<file path="src/rtl/decode_stage.sv">
// rtl/decode_stage.sv - LA32R decode stage with regfile and registered stallable output slot
// Optional same-cycle/stall writeback bypass: DECODE_WB_BYPASS_EN
module decode_stage #(
    parameter int NWB  = 2,
    parameter int XLEN = 32
) (
    input  logic                clk,
    input  logic                rst,
    input  logic                in_valid,
    output logic                in_ready,
    input  logic [31:0]         in_pc,
    input  logic [31:0]         in_inst,
    input  logic                flush,
    output logic                out_valid,
    input  logic                out_ready,
    output logic [31:0]         out_pc,
    output logic [XLEN-1:0]     out_imm,
    output logic [XLEN-1:0]     out_rj,
    output logic [XLEN-1:0]     out_rk,
    output logic [4:0]          out_rd_idx,
    output logic [1:0]          out_exe_type,
    output logic [3:0]          out_exe_op,
    output logic [1:0]          out_mem_rw,
    output logic                out_wb_valid,
    output logic                out_illegal,
    input  logic [NWB-1:0]      wb_we,
    input  logic [5*NWB-1:0]    wb_idx,
    input  logic [XLEN*NWB-1:0] wb_data
);
    localparam logic [1:0] T_ALU = 2'd0, T_MEM = 2'd1, T_BR = 2'd2, T_NONE = 2'd3;

    logic [XLEN-1:0] regs [32];

    logic [1:0]      d_type;
    logic [3:0]      d_op;
    logic [1:0]      d_mem;
    logic            d_wb;
    logic            d_ill;
    logic            use_rd;
    logic [4:0]      d_rd;
    logic [XLEN-1:0] d_imm;
    logic [4:0]      src_j;
    logic [4:0]      src_k;
    logic [XLEN-1:0] cap_rj;
    logic [XLEN-1:0] cap_rk;
    logic            accept;

    assign in_ready = !out_valid || out_ready;
    assign accept   = in_valid && in_ready;

    always_comb begin
        d_type = T_NONE;
        d_op   = 4'd0;
        d_mem  = 2'b00;
        d_wb   = 1'b0;
        d_ill  = 1'b0;
        use_rd = 1'b0;
        d_rd   = in_inst[4:0];
        d_imm  = '0;
        if (in_inst[31:15] == 17'h00020) begin
            d_type = T_ALU;
            d_wb   = 1'b1;
        end else if (in_inst[31:15] == 17'h00022) begin
            d_type = T_ALU;
            d_op   = 4'd1;
            d_wb   = 1'b1;
        end else if (in_inst[31:22] == 10'h00A) begin
            d_type = T_ALU;
            d_wb   = 1'b1;
            d_imm  = {{20{in_inst[21]}}, in_inst[21:10]};
        end else if (in_inst[31:25] == 7'h0A) begin
            d_type = T_ALU;
            d_op   = 4'd2;
            d_wb   = 1'b1;
            d_imm  = {in_inst[24:5], 12'b0};
        end else if (in_inst[31:22] == 10'h0A2) begin
            d_type = T_MEM;
            d_mem  = 2'b01;
            d_wb   = 1'b1;
            d_imm  = {{20{in_inst[21]}}, in_inst[21:10]};
        end else if (in_inst[31:22] == 10'h0A6) begin
            d_type = T_MEM;
            d_op   = 4'd1;
            d_mem  = 2'b10;
            use_rd = 1'b1;
            d_imm  = {{20{in_inst[21]}}, in_inst[21:10]};
        end else if (in_inst[31:26] == 6'h16) begin
            d_type = T_BR;
            use_rd = 1'b1;
            d_imm  = {{14{in_inst[25]}}, in_inst[25:10], 2'b00};
        end else if (in_inst[31:26] == 6'h14) begin
            d_type = T_BR;
            d_op   = 4'd1;
            d_imm  = {{4{in_inst[9]}}, in_inst[9:0], in_inst[25:10], 2'b00};
        end else if (in_inst[31:26] == 6'h15) begin
            d_type = T_BR;
            d_op   = 4'd2;
            d_wb   = 1'b1;
            d_rd   = 5'd1;
            d_imm  = {{4{in_inst[9]}}, in_inst[9:0], in_inst[25:10], 2'b00};
        end else begin
            d_ill  = 1'b1;
        end
        if (d_rd == 5'd0) d_wb = 1'b0;
    end

    assign src_j = in_inst[9:5];
    assign src_k = use_rd ? in_inst[4:0] : in_inst[14:10];

`ifdef DECODE_WB_BYPASS_EN
    logic [4:0]      held_j;
    logic [4:0]      held_k;
    logic [XLEN-1:0] hold_rj;
    logic [XLEN-1:0] hold_rk;

    // Ascending port order lets the highest-numbered matching port win.
    always_comb begin
        cap_rj  = regs[src_j];
        cap_rk  = regs[src_k];
        hold_rj = out_rj;
        hold_rk = out_rk;
        for (int p = 0; p < NWB; p++) begin
            if (wb_we[p] && wb_idx[5*p +: 5] != 5'd0) begin
                if (wb_idx[5*p +: 5] == src_j)  cap_rj  = wb_data[XLEN*p +: XLEN];
                if (wb_idx[5*p +: 5] == src_k)  cap_rk  = wb_data[XLEN*p +: XLEN];
                if (wb_idx[5*p +: 5] == held_j) hold_rj = wb_data[XLEN*p +: XLEN];
                if (wb_idx[5*p +: 5] == held_k) hold_rk = wb_data[XLEN*p +: XLEN];
            end
        end
    end

    always_ff @(posedge clk) begin
        if (rst) begin
            held_j <= 5'd0;
            held_k <= 5'd0;
        end else if (!flush && accept) begin
            held_j <= src_j;
            held_k <= src_k;
        end
    end
`else
    assign cap_rj = regs[src_j];
    assign cap_rk = regs[src_k];
`endif

    // r0 is never written, so its reset value of zero is what every read returns.
    always_ff @(posedge clk) begin
        if (rst) begin
            for (int r = 0; r < 32; r++) regs[r] <= '0;
        end else begin
            for (int p = 0; p < NWB; p++) begin
                if (wb_we[p] && wb_idx[5*p +: 5] != 5'd0)
                    regs[wb_idx[5*p +: 5]] <= wb_data[XLEN*p +: XLEN];
            end
        end
    end

    always_ff @(posedge clk) begin
        if (rst) begin
            out_valid    <= 1'b0;
            out_pc       <= '0;
            out_imm      <= '0;
            out_rj       <= '0;
            out_rk       <= '0;
            out_rd_idx   <= '0;
            out_exe_type <= '0;
            out_exe_op   <= '0;
            out_mem_rw   <= '0;
            out_wb_valid <= 1'b0;
            out_illegal  <= 1'b0;
        end else if (flush) begin
            out_valid    <= 1'b0;
        end else if (accept) begin
            out_valid    <= 1'b1;
            out_pc       <= in_pc;
            out_imm      <= d_imm;
            out_rj       <= cap_rj;
            out_rk       <= cap_rk;
            out_rd_idx   <= d_rd;
            out_exe_type <= d_type;
            out_exe_op   <= d_op;
            out_mem_rw   <= d_mem;
            out_wb_valid <= d_wb;
            out_illegal  <= d_ill;
        end else if (out_ready) begin
            out_valid    <= 1'b0;
        end else begin
`ifdef DECODE_WB_BYPASS_EN
            out_rj       <= hold_rj;
            out_rk       <= hold_rk;
`endif
        end
    end
endmodule

</file>
<file path="config.mk">
export PLATFORM = sky130hd
export DESIGN_NAME = decode_stage
export DESIGN_NICKNAME = d
export VERILOG_FILES = /design/src/rtl/decode_stage.sv
export SDC_FILE = /design/constraint.sdc
export NUM_CORES = 2
export LEC_CHECK = 0
export ABC_CLOCK_PERIOD_IN_PS = 6730
export BUFFER_PORTS_ARGS = -buffer_cell sky130_fd_sc_hd__buf_2
export CORE_UTILIZATION = 56
export CTS_CLUSTER_SIZE = 14
export DETAILED_ROUTE_END_ITERATION = 6
export PLACE_DENSITY = 0.74
export SLEW_MARGIN = 20
export SYNTH_ARGS = -nofsm -noshare
export SYNTH_HDL_FRONTEND = slang
export SYNTH_SLANG_ARGS = --single-unit
</file>
<file path="constraint.sdc">
create_clock -name clk -period 6.73 [get_ports clk]
set_input_delay 0.3365 -clock clk [delete_from_list [all_inputs] [get_ports clk]]
set_output_delay 0.3365 -clock clk [all_outputs]
set_load 0.005 [all_outputs]
</file>
# == After elaboration in Yosys (flattened, before gate mapping) ==
# Memories as Yosys holds them, arrays and structs flattened. A register that Yosys moved wholly into a read port is not among the register bits.
# Cells that the tools add are included.
# Widths: inputs -> output; s select.
# word_totals
word_cells,118
mem_count,1
ff_bits,80
output_inout_bits,145
ramBits,1024
# classes
bitwise_logic,1
reduce_logical,13
n_mux,85
n_eq_ne,9
# memory_table
name,depth,word_bits,read_ports,rd_ports_with_merged_regs,write_ports,line,source
regs,32,32,2,2,32,32,logic [XLEN-1:0] regs [32];
# ops
operator,n
$mux 32,11
$reduce_or 32->1,2
$mux 5,12
$mux 2,21
$mux 1,41
$eq 17x6->1 const B,2
$eq 10x8->1 const B,2
$eq 6x5->1 const B,3
$eq 10x4->1 const B,1
$reduce_bool 5->1,2
$eq 7x4->1 const B,1
$logic_not 5->1,1
$logic_and 1x1->1,3
$reduce_and 2->1,1
$reduce_bool 2->1,1
$reduce_or 2->1,1
$logic_not 1->1,1
$logic_or 1x1->1,1
$not 1->1,1

# == Logic depth before layout (Yosys ltp) ==
# depth
ltp_word,12
ltp_mapped,11
mapped_depth_nobuf,8

# == Worst setup path before layout ==
# No wires, ideal clock.
# synth_timing
path_kind,input port to flip-flop
from,in wb_idx[4]
to,mem regs[24][0] (enable)
t_arrival_ns,3.524
slack_ns,2.740
path_stages,6
setup_ns,0.466
path_cell_list,clkbuf_1 or3_1 clkbuf_1 nand3b_1 clkbuf_1 o21ai_0
# synth_rtl
element,line,source
start: declaration,27,"input logic [5*NWB-1:0] wb_idx,"
end: declaration,32,

==> out/metrics.cfg <==
[hold_path]
min_delay_path_depth = 3
hold_class = in -> reg
hp-start = in_inst[19]

[detailed_routing]
drtAntennaViolNets = 0
firstDrtPassIters = 7
routed-wl-met3_um = 49100
met2_length_um = 104000
num_vias = 54400
via_per_inst = 7.92
drt-wirelength-per-cell_um = 38.2
m1WireLength_um = 83400
maxUsedRoutingLayer = met5
first_iter_violations = 10400
drc = 9
drt_wl_total_um = 262000

[die]
die_h_um = 339
ios = 290
start_util = 0.565
dieArea_um2 = 115000
core_um2 = 113000
core.rowCount = 123
die_x_um = 339

[worst_setup_path]
required_ns = 7.23
slowest_delay_ns = 0.75
r2r_start = out_valid
worstSetupPathDepth = 10
critPathLaunchType = input port
crit_slowest_cell = nor2_4
critPathCaptureType = register
critPathTopFamily = buffers and inverters
cp_common_cell = buf_4
rr_worst_depth = 9
crit_fanout = 58
path_cells = dlygate4sd3_1 -> buf_6 -> buf_4 -> nor2b_1 -> nand3_1 -> nor2_4 -> buf_4 -> nor3_2 -> buf_4 -> a22o_1
critPathKind = in -> reg
crit_buf_inv = 5
startpoint = rst
critical_path_arrival_ns = 4.75

[synthesis]
ys_top_cells_by_area = edfxtp_1 (48%), a22o_1 (14%), mux4_2 (11%)
async_flop_share = 0
synth_top_area_frac = 0.483
syn_area_um2 = 63700
synth_top_area_cell = edfxtp_1
ys_seq_elements = 1166
yosys_warnings = 0
synth_ff_type = edfxtp_1
synth_edf_count = 1024
avgSynthCellArea_um2 = 12.1
syn_inst = 5254
synth-seq-area-share = 0.528
synth.distinct_cells = 49

[cts]
cts_root_buffer = clkbuf_16
cts_resized = 0
clkLatencyLatePin_ns = 0.76
postCtsSetupBuffers = 0
path_clk_slew_ns = 0.06
cts_sinks = 1166
cts_tree = yes
htreeDepth = 3
cts_buffer_depth = 3
numCtsBuffers = 120
ctsHoldBuffers = 80

[timing]
rsz0062_at_grt = false
fmax_mhz = 235
tightestPinTransition_ns = 1.19
fin_worst_skew_ns = 0.0257
fin_hold_ws_ns = 0.0155
setup_violations = 0
slew_violations = 0
layout_min_cycle_time_ns = 4.26
hold_viol = 0
post-route-period-util = 0.633
slew_headroom = 0.206
setup_tns_ns = 0

[final_layout]
final_util = 0.635
final_area_um2 = 71600
final_net_count = 5391
drive_gt1_frac = 0.209
area_growth_pct = 12.4

[place]
gp_congestion = 0.989
dp_hpwl_um = 147000
io_buffer_count = 287
dpl_cell_area_um2 = 66700

[outcome]
violations = DRC
outcome = complete, but fails checks

[global_routing]
grt_max_degree = 152
grt_usage = 0.445
grt_first_pass_wirelength_um = 367000
antenna_found_initial = 25
grt_pass1_vias = 51900
grt-ovfl-total = 0

[run]
cap_violations = 0

[power_and_ir_drop]
peakVddDrop_mv = 0.219
power.density_nw_per_um2 = 247
power.leakage_nw = 25.2
finalPower_mw = 17.7

## final cells by class
type	count	area [µm²]
flip-flops and latches	1166	33600
diodes	13	32.5
well taps	1500	1880
repair buffers	539	3800
multi-input cells	3412	28200
fillers	8287	41100
inverters	7	26.3
clock buffers	163	3410
clock inverters	65	582
## cells in the final DEF (no fill, tap or decap), types with 33 or more instances in the layout
cell	Yosys	final
a211oi_1	33	33
nor3_2	0	33
o21ai_0	74	55
a22o_1	992	992
a21oi_1	72	72
mux4_2	320	320
nand2_1	889	887
a31oi_1	169	169
buf_4	19	155
buf_2	76	282
conb_1	1	34
clkbuf_16	0	122
edfxtp_1	1024	1024
mux2i_1	165	160
a32oi_1	128	128
nor2_1	114	86
dfxtp_1	142	142
dlygate4sd3_1	0	80
nand3_1	208	208
## cells in the mapped netlist (3+ instances only)
cell	count
edfxtp_1	1024
a22o_1	992
nand2_1	889
clkbuf_1	558
mux4_2	320
nand3_1	208
a31oi_1	169
mux2i_1	165
dfxtp_1	142
a32oi_1	128
nor2_1	114
buf_2	76
o21ai_0	74
a21oi_1	72
buf_1	48
nor3_1	43
a211oi_1	33
a2111oi_2	32
and3_1	32
buf_4	19
o21a_1	13
nand3b_1	11
o221ai_1	11
o211ai_1	10
nand2b_1	9
inv_1	7
nor2b_1	6
a221oi_1	5
a22oi_1	5
or2_2	5
or3_1	5
a311oi_1	4
nor4_1	4
or3b_2	3
## worst paths after layout
kind                                 endpoint  slack [ns]
worst max-delay path              regs[7][28]        2.47
worst min register to register  out_rd_idx[3]        0.45
worst min-delay path               out_imm[9]        0.02
worst max register to register      out_rk[1]        3.38
## cell families (layout without fill, tap and decap cells)
kind of cell / after synthesis / in the layout / share of synthesized area
AOI/OAI and AO/OA: 1550 / 1550 / 0.200
buffers and inverters: 709 / 774 / 0.0445
DFF: 1166 / 1166 / 0.528
muxes: 487 / 487 / 0.140
other: 1 / 47 / 0.0000589
and+or+nand+nor: 1341 / 1341 / 0.0882
## sequential cells by signal, summed over array words and instances, names as in the netlist
register and flops:
out_exe_type 2, out_imm 32, out_rk 32, out_wb_valid 1, out_exe_op 2, out_rj 32, out_pc 32, out_mem_rw 2
regs 1024, out_illegal 1, out_rd_idx 5, out_valid 1
## power by group
part	internal (mW)	switching [mW]
clock network	3.88	2.95
registers	8.30	0.254
logic	0.789	1.51
total	13.0	4.71
## per-stage QoR
stage | cells | setup slack, ns
5_1_grt | 6858 | 2.53
3_5_place_dp | 6542 | 2.30
2_1_floorplan | 5287 | 2.74
6_report | 6865 | 2.47
3_3_place_gp | 6542 | 2.42
4_1_cts | 6850 | 2.73
## routing by layer
layer  GRT usage  vias to the layer above
li1            -                    20900
met1       0.553                    25900
met2       0.606                     5972
met3       0.193                     1627
met4       0.344                       16
met5      0.0110                        -
## tightest hold or removal path: stages
cell      delay, ns
buf_2          0.15
a221oi_1       0.09
nor3_1         0.12
Note: power is estimated with default switching activity, not from simulation.
